## src/rtl/output_queue_demux_pkg.sv

```systemverilog
// Shared constants for the output-queue demux: IOQ header field positions,
// the header ctrl marker and the demux state encodings.
package output_queue_demux_pkg;

    // Bit offsets of fields inside the IOQ module header word.
    localparam int IOQ_DST_PORT_POS = 48;
    localparam int IOQ_SRC_PORT_POS = 16;

    localparam logic [7:0] IO_QUEUE_STAGE_NUM = 8'hFF;

    localparam logic [1:0] WAIT_HDR = 2'd0;
    localparam logic [1:0] FWD_HDR  = 2'd1;
    localparam logic [1:0] FWD_DATA = 2'd2;
    localparam logic [1:0] DROP     = 2'd3;

endpackage

```

## src/rtl/output_queue_demux_fallthrough_small_fifo.sv

```systemverilog
// Small first-word-fall-through FIFO: the head entry is visible on o_dout
// whenever o_empty is low. Writes while full are discarded.
module fallthrough_small_fifo #(
    parameter int WIDTH          = 72,
    parameter int MAX_DEPTH_BITS = 2
) (
    input  logic             i_clk,
    input  logic             i_reset,
    input  logic [WIDTH-1:0] i_din,
    input  logic             i_wr_en,
    input  logic             i_rd_en,
    output logic [WIDTH-1:0] o_dout,
    output logic             o_full,
    output logic             o_nearly_full,
    output logic             o_empty
);
    localparam int DEPTH = 1 << MAX_DEPTH_BITS;

    logic [WIDTH-1:0]          r_mem [DEPTH];
    logic [MAX_DEPTH_BITS-1:0] r_wr_ptr;
    logic [MAX_DEPTH_BITS-1:0] r_rd_ptr;
    logic [MAX_DEPTH_BITS:0]   r_count;
    logic                      w_wr;
    logic                      w_rd;

    assign o_full        = (r_count == (MAX_DEPTH_BITS+1)'(DEPTH));
    assign o_nearly_full = (r_count >= (MAX_DEPTH_BITS+1)'(DEPTH - 1));
    assign o_empty       = (r_count == '0);
    assign o_dout        = r_mem[r_rd_ptr];
    assign w_wr          = i_wr_en && !o_full;
    assign w_rd          = i_rd_en && !o_empty;

    always_ff @(posedge i_clk) begin
        if (w_wr) begin
            r_mem[r_wr_ptr] <= i_din;
        end
    end

    always_ff @(posedge i_clk or negedge i_reset) begin
        if (!i_reset) begin
            r_wr_ptr <= '0;
            r_rd_ptr <= '0;
            r_count  <= '0;
        end else begin
            if (w_wr) r_wr_ptr <= r_wr_ptr + MAX_DEPTH_BITS'(1);
            if (w_rd) r_rd_ptr <= r_rd_ptr + MAX_DEPTH_BITS'(1);
            case ({w_wr, w_rd})
                2'b10:   r_count <= r_count + (MAX_DEPTH_BITS+1)'(1);
                2'b01:   r_count <= r_count - (MAX_DEPTH_BITS+1)'(1);
                default: r_count <= r_count;
            endcase
        end
    end

endmodule

```

## src/rtl/output_queue_demux.sv

```systemverilog
// Decodes the IOQ header destination bitmap and strobes each packet word into
// every selected output queue. Build with OQ_DEMUX_MIRROR_EN to mirror all
// forwarded packets (and zero-mask packets) to queue MIRROR_QUEUE.
module output_queue_demux
    import output_queue_demux_pkg::*;
#(
    parameter int         DATA_WIDTH         = 64,
    parameter int         CTRL_WIDTH         = DATA_WIDTH / 8,
    parameter int         NUM_OUTPUT_QUEUES  = 8,
    parameter logic [7:0] IO_QUEUE_STAGE_NUM = output_queue_demux_pkg::IO_QUEUE_STAGE_NUM,
    parameter int         CNT_WIDTH          = 16,
    parameter int         MIRROR_QUEUE       = 1
) (
    input  logic                         i_clk,
    input  logic                         i_reset,      // active-low, asynchronous
    input  logic [DATA_WIDTH-1:0]        i_in_data,
    input  logic [CTRL_WIDTH-1:0]        i_in_ctrl,
    input  logic                         i_in_wr,
    output logic                         o_in_rdy,
    output logic [DATA_WIDTH-1:0]        o_out_data,
    output logic [CTRL_WIDTH-1:0]        o_out_ctrl,
    output logic [NUM_OUTPUT_QUEUES-1:0] o_out_wr,
    input  logic [NUM_OUTPUT_QUEUES-1:0] i_out_rdy,
    output logic [CNT_WIDTH-1:0]         o_pkt_fwd_cnt,
    output logic [CNT_WIDTH-1:0]         o_pkt_drop_cnt,
    output logic [1:0]                   o_state
);
    if (MIRROR_QUEUE < 0 || MIRROR_QUEUE >= NUM_OUTPUT_QUEUES) begin : g_bad_mirror
        $error("MIRROR_QUEUE out of range");
    end

    logic [1:0]                   r_state;
    logic [NUM_OUTPUT_QUEUES-1:0] r_dst_mask;
    logic [NUM_OUTPUT_QUEUES-1:0] r_out_wr;
    logic [DATA_WIDTH-1:0]        r_out_data;
    logic [CTRL_WIDTH-1:0]        r_out_ctrl;
    logic [CNT_WIDTH-1:0]         r_fwd_cnt;
    logic [CNT_WIDTH-1:0]         r_drop_cnt;
    logic                         r_drop_data;

    logic [DATA_WIDTH-1:0]        w_head_data;
    logic [CTRL_WIDTH-1:0]        w_head_ctrl;
    logic                         w_empty;
    logic                         w_full;
    logic                         w_nearly_full;
    logic [NUM_OUTPUT_QUEUES-1:0] w_new_mask;
    logic                         w_is_hdr;
    logic                         w_ctrl_zero;
    logic                         w_fwd_go;
    logic                         w_fwd_pop;
    logic                         w_drop_pop;

    fallthrough_small_fifo #(
        .WIDTH          (CTRL_WIDTH + DATA_WIDTH),
        .MAX_DEPTH_BITS (2)
    ) u_in_fifo (
        .i_clk         (i_clk),
        .i_reset       (i_reset),
        .i_din         ({i_in_ctrl, i_in_data}),
        .i_wr_en       (i_in_wr),
        .i_rd_en       (w_fwd_pop || w_drop_pop),
        .o_dout        ({w_head_ctrl, w_head_data}),
        .o_full        (w_full),
        .o_nearly_full (w_nearly_full),
        .o_empty       (w_empty)
    );

`ifdef OQ_DEMUX_MIRROR_EN
    assign w_new_mask = w_head_data[IOQ_DST_PORT_POS +: NUM_OUTPUT_QUEUES]
                      | (NUM_OUTPUT_QUEUES'(1) << MIRROR_QUEUE);
`else
    assign w_new_mask = w_head_data[IOQ_DST_PORT_POS +: NUM_OUTPUT_QUEUES];
`endif

    assign w_is_hdr    = (w_head_ctrl == CTRL_WIDTH'(IO_QUEUE_STAGE_NUM));
    assign w_ctrl_zero = (w_head_ctrl == '0);
    // Unselected queues are masked out so they can never stall the packet.
    assign w_fwd_go    = !w_empty && (&(i_out_rdy | ~r_dst_mask));
    assign w_fwd_pop   = ((r_state == FWD_HDR) || (r_state == FWD_DATA)) && w_fwd_go;
    assign w_drop_pop  = (r_state == DROP) && !w_empty;

    assign o_in_rdy       = !w_nearly_full;
    assign o_out_data     = r_out_data;
    assign o_out_ctrl     = r_out_ctrl;
    assign o_out_wr       = r_out_wr;
    assign o_pkt_fwd_cnt  = r_fwd_cnt;
    assign o_pkt_drop_cnt = r_drop_cnt;
    assign o_state        = r_state;

    always_ff @(posedge i_clk or negedge i_reset) begin
        if (!i_reset) begin
            r_state     <= WAIT_HDR;
            r_dst_mask  <= '0;
            r_out_wr    <= '0;
            r_out_data  <= '0;
            r_out_ctrl  <= '0;
            r_fwd_cnt   <= '0;
            r_drop_cnt  <= '0;
            r_drop_data <= 1'b0;
        end else begin
            r_out_wr <= w_fwd_pop ? r_dst_mask : '0;
            if (w_fwd_pop) begin
                r_out_data <= w_head_data;
                r_out_ctrl <= w_head_ctrl;
            end
            case (r_state)
                WAIT_HDR: begin
                    // Decode only; the header word stays in the FIFO so it is forwarded too.
                    if (!w_empty) begin
                        r_drop_data <= 1'b0;
                        r_dst_mask  <= w_is_hdr ? w_new_mask : '0;
                        if (w_is_hdr && (|w_new_mask)) begin
                            r_state <= FWD_HDR;
                        end else begin
                            r_state <= DROP;
                            if (r_drop_cnt != '1) r_drop_cnt <= r_drop_cnt + CNT_WIDTH'(1);
                        end
                    end
                end
                FWD_HDR: begin
                    if (w_fwd_pop && w_ctrl_zero) r_state <= FWD_DATA;
                end
                FWD_DATA: begin
                    if (w_fwd_pop && !w_ctrl_zero) begin
                        r_state <= WAIT_HDR;
                        if (r_fwd_cnt != '1) r_fwd_cnt <= r_fwd_cnt + CNT_WIDTH'(1);
                    end
                end
                default: begin
                    // DROP: same header/data/EOP tracking as forwarding, without strobes.
                    if (w_drop_pop) begin
                        if (!r_drop_data) begin
                            if (w_ctrl_zero) r_drop_data <= 1'b1;
                        end else if (!w_ctrl_zero) begin
                            r_drop_data <= 1'b0;
                            r_state     <= WAIT_HDR;
                        end
                    end
                end
            endcase
        end
    end

endmodule

```

## config.mk

```make
export PLATFORM = sky130hd
export DESIGN_NAME = output_queue_demux
export DESIGN_NICKNAME = d
export VERILOG_FILES = /design/src/rtl/output_queue_demux_pkg.sv /design/src/rtl/output_queue_demux_fallthrough_small_fifo.sv /design/src/rtl/output_queue_demux.sv
export SDC_FILE = /design/constraint.sdc
export NUM_CORES = 1
export LEC_CHECK = 0
export ABC_AREA = 1
export CAP_MARGIN = 10
export CORE_MARGIN = 2
export CORE_UTILIZATION = 55
export CTS_CLUSTER_DIAMETER = 200
export DETAILED_ROUTE_END_ITERATION = 10
export GPL_TIMING_DRIVEN = 0
export PLACE_DENSITY = 0.86
export SYNTH_ARGS = -nofsm -noshare
export SYNTH_HDL_FRONTEND = slang
export SYNTH_SLANG_ARGS = --single-unit
```

## constraint.sdc

```tcl
create_clock -name i_clk -period 12.12 [get_ports i_clk]
set_clock_uncertainty 0.2 [all_clocks]
set_input_delay 2.424 -clock i_clk [delete_from_list [all_inputs] [get_ports i_clk]]
set_output_delay 2.424 -clock i_clk [all_outputs]
set_load 0.02 [all_outputs]
```

==> results.sh <==
export IMPL_stdcell_area_um2=20600
export IMPL_setup_slack_ns=7.16
export IMPL_via_count=11736
export IMPL_max_slew_worst_pin_slew_ns=1.07
export IMPL_r2r_start="o_state[1]$_DFFE_PN0P_"
export IMPL_standby_leakage_power_nw=7.94
export IMPL_detail_route_antenna_nets=0
export IMPL_pwr_share_clk_pct=23.3
export IMPL_pwr_share_seq_pct=36.8
export IMPL_worst_slew_margin_rel_pct=28.0
export IMPL_die_height_um=177
export IMPL_combinationalPowerShare_pct=39.8
export IMPL_finalWorstPathRequiredPeriod_ns=4.96
export IMPL_max_clock_path_buffers=3
export IMPL_worst_hold_path_type="reg -> reg"
export IMPL_floorplan_initialDensity_pct=55.7
export IMPL_critPathRequiredTime_ns=12.33
export IMPL_cell_internal_pwr_mw=3.47
export IMPL_timing_setup_critical_path_class="in -> reg"
export IMPL_critical_path_max_fanout=7
export IMPL_critical_path_top_delay_family="simple AND/OR/NAND/NOR gates"
export IMPL_core_region_area_um2=29600
export IMPL_finalNetCount=1758
export IMPL_detail_route_drc_violations=0
export IMPL_regToRegSetupSlack_ns=8.73
export IMPL_route_met2_wl_mm=20.5
export IMPL_synth_largest_area_cell="sky130_fd_sc_hd__edfxtp_1"
export IMPL_cp_data_arrival_time_ns=5.16
export IMPL_wirelength_met1_mm=14.9
export IMPL_initial_detailed_routing_violation_count=1258
export IMPL_final_instance_count_without_filler_cells=2087
export IMPL_place_port_buffers=197
export IMPL_critical_path_max_stage_delay_ns=0.45
export IMPL_syn_num_nets=1508
export IMPL_clkLatencyLatePin_ns=0.54
export IMPL_final_max_slew_violation_count=0
export IMPL_ctsResizeCount=0
export IMPL_place_ws_ns=6.62
export IMPL_fraction_of_power_spent_switching_nets_pct=38.9
export IMPL_rr_worst_depth=11
export IMPL_path_buf_inv=3
export IMPL_critPathLaunchType="input pin"
export IMPL_cts_sink_count=418
export IMPL_grt_remaining_overflow=0
export IMPL_unrepaired_setup_endpoints_after_global_routing="false"
export IMPL_dieArea_um2=31400
export IMPL_detailroute_wirelength_met3_mm=3.91
export IMPL_cp_endpoint="u_in_fifo.r_count[1]$_DFFE_PN0P_"
export IMPL_finalPower_mw=5.68
export IMPL_synth_top_cell_area_share_pct=52.5
export IMPL_critical_path_cell_chain="clkdlybuf4s50_1, inv_1, nand2_1, o21ai_0, nor2_1, nand2_1, nor2_2, clkinv_1, nand2_1, ha_1, fa_1, mux2_2"
export IMPL_crit_path_frequent_cell="sky130_fd_sc_hd__nand2_1"
export IMPL_fin_hold_ws_ns=0.273
export IMPL_die_x_um=177
export IMPL_irDropWorstVdd_v=0.000208
export IMPL_groute_usage_overall_pct=25.4
export IMPL_routed_top_layer="met5"
export IMPL_run_status="completed"
export IMPL_rr_endpoint="u_in_fifo.r_count[1]$_DFFE_PN0P_"
export IMPL_grt_first_pass_wirelength_mm=61.3
export IMPL_synth_cell_types=37
export IMPL_place_gp_congestion=0.912
export IMPL_detailed_place_hpwl_mm=26.2
export IMPL_post_route_util_pct=69.8
export IMPL_clockRootBuffer="sky130_fd_sc_hd__clkbuf_16"
export IMPL_std_cell_rows=63
export IMPL_finalSetupTns_ns=0
export IMPL_synth_warnings=0
export IMPL_postCtsHoldBufs=0
export IMPL_clock_pin_slew_on_the_worst_setup_and_hold_paths_ns=0.06
export IMPL_synth_async_sr_flop_share_pct=31.1
export IMPL_yosys_top_cells_area="sky130_fd_sc_hd__edfxtp_1, sky130_fd_sc_hd__dfrtp_1, sky130_fd_sc_hd__nand2_1, sky130_fd_sc_hd__o21ai_0, sky130_fd_sc_hd__nor2_1"
export IMPL_final_layout_size_suffix_gt1_share_pct=6.84
export IMPL_h_tree_depth=2
export IMPL_synth_cells=1413
export IMPL_power_density_nw_per_um2=275
export IMPL_post_cts_repair_setup_buffers=0
export IMPL_postRouteWirelength_mm=40.4
export IMPL_ys_seq_area_share_pct=72.2
export IMPL_critPathLaunch="i_out_rdy[3]"
export IMPL_synthesis_area_um2=16500
export IMPL_multi_input_area_um2=4100
export IMPL_firstDrtPassIters=6
export IMPL_fmax_mhz=202
export IMPL_layout_worst_path_cycle_share_pct=40.9
export IMPL_syn_to_layout_area_delta_pct=25.2
export IMPL_drv_max_cap_violation_count=0
export IMPL_layout_area_seq_um2=11900
export IMPL_post_drt_wl_per_cell_um=19.4
export IMPL_hold_viol=0
export IMPL_end_kind="register"
export IMPL_mean_area_per_synthesized_cell_um2=11.7
export IMPL_top_level_ports=198
export IMPL_cts_buffers_inserted=41
export IMPL_critical_path_cell_count=12
export IMPL_tritoncts="done"
export IMPL_timing_critical_path_slowest_stage_cell="sky130_fd_sc_hd__clkdlybuf4s50_1"
export IMPL_place_detailed_instances=2010
export IMPL_first_global_vias=11572
export IMPL_switching_power_mw=2.21
export IMPL_placed_area_um2=19200
export IMPL_yosys_most_used_dff="sky130_fd_sc_hd__edfxtp_1"
export IMPL_pin_count_of_the_biggest_net_entering_global_routing=80
export IMPL_holdPathStages=2
export IMPL_grt_antenna_before_repair=4
export IMPL_final_setup_viol_count=0
export IMPL_drt_vias_per_instance=5.62
export IMPL_number_of_enable_flip_flop_cells_after_synthesis=288
export IMPL_ys_seq_elements=418
export IMPL_n_fill_cell=1953
## power groups by stage
| stage | Combinational (mW) | Clock [mW] | Sequential, mW |
|---|---|---|---|
| 2_1_floorplan | 1.14 | 0 | 2.28 |
| 3_3_place_gp | 2.08 | 0 | 2.14 |
| 3_5_place_dp | 2.22 | 0 | 2.11 |
| 4_1_cts | 2.26 | 1.34 | 2.09 |
| 5_1_grt | 2.47 | 1.39 | 2.12 |
| 6_report | 2.26 | 1.33 | 2.09 |
## worst register-to-register path, delay by kind of cell, from the launching register on
kind / cells / cell delay (ns)
fa+ha+maj: 3 / 1.02
mux: 1 / 0.27
simple gates: 4 / 0.84
compound gates: 1 / 0.09
buf+inv: 2 / 0.40
flops: 1 / 0.45
## routing by layer
layer | up-vias | global-route usage [%]
li1 | 5378 | -
met1 | 5649 | 32.0
met2 | 611 | 44.1
met3 | 94 | 5.18
met4 | 4 | 8.13
met5 | - | 0
## registers in the layout, indices dropped and copies added, names as in the netlist, 2 cells and up
register,count
u_in_fifo.r_rd_ptr,2
r_dst_mask,8
o_out_data,64
o_pkt_drop_cnt,16
o_state,2
u_in_fifo.r_count,3
u_in_fifo.r_wr_ptr,2
o_pkt_fwd_cnt,16
u_in_fifo.r_mem,288
o_out_wr,8
o_out_ctrl,8
## kinds of logic after synthesis
kind of cell             share of synthesized area (%)
buffers and inverters                             3.10
adder cells (fa/ha/maj)                          0.957
multiplexers                                    0.0683
flip-flops                                        72.2
AND/OR/NAND/NOR                                   14.9
XOR/XNOR                                          1.33
AO/OA/AOI/OAI                                     7.44
## synth_stat cells (all sizes together) (2+ instances only)
master,number
a21oi,6
buf,19
clkbuf,48
dfrtp,130
edfxtp,288
ha,11
inv,54
nand2,368
nand3,56
nand3b,5
nand4,11
nor2,154
nor3,10
nor4,2
o21ai,162
o22ai,56
o31ai,2
or2,3
xnor2,8
xor2,17
## cell type report
| cell class | count | share of cell area, % |
|---|---|---|
| diodes | 2 | 0.0243 |
| plain buffers | 67 | 1.46 |
| clock buffers | 49 | 5.37 |
| clock inverters | 26 | 1.57 |
| inverters | 55 | 1.01 |
| multi-input cells | 873 | 19.9 |
| flip-flops and latches | 418 | 57.7 |
| well taps | 390 | 2.37 |
| repair buffers | 207 | 10.6 |
## cells in the final DEF (no fill, tap or decap), drive strengths merged
master	synthesis	layout
clkdlybuf4s50	0	196
clkbuf	48	97
xor2	17	17
fa	1	1
o21ai	162	162
dfrtp	130	130
a21oi	6	6
clkinv	1	15
nand3	56	56
o31ai	2	2
inv	54	55
edfxtp	288	288
nand2	368	368
xnor2	8	8
or2	3	3
nor3	10	10
clkinvlp	0	5
diode	0	2
mux2	1	1
buf	19	30
nor2	154	154
bufinv	0	6
nand3b	5	5
nor4	2	2
ha	11	11
o22ai	56	56
nand4	11	11
## how the worst min path moves through the flow
| stage | slack (ns) | end | from |
|---|---|---|---|
| 2_1_floorplan | 0.25 | r_drop_data$_DFFE_PN0P_ | r_drop_data$_DFFE_PN0P_ |
| 3_3_place_gp | 0.26 | o_out_data[62]$_DFFE_PN0N_ | o_out_data[62]$_DFFE_PN0N_ |
| 3_5_place_dp | 0.26 | o_out_data[20]$_DFFE_PN0N_ | o_out_data[20]$_DFFE_PN0N_ |
| 4_1_cts | 0.27 | o_out_data[20]$_DFFE_PN0N_ | o_out_data[20]$_DFFE_PN0N_ |
| 5_1_grt | 0.30 | o_out_data[7]$_DFFE_PN0N_ | o_out_data[7]$_DFFE_PN0N_ |
| 6_report | 0.27 | o_out_data[62]$_DFFE_PN0N_ | o_out_data[62]$_DFFE_PN0N_ |
(Power assumes the default switching activity.)
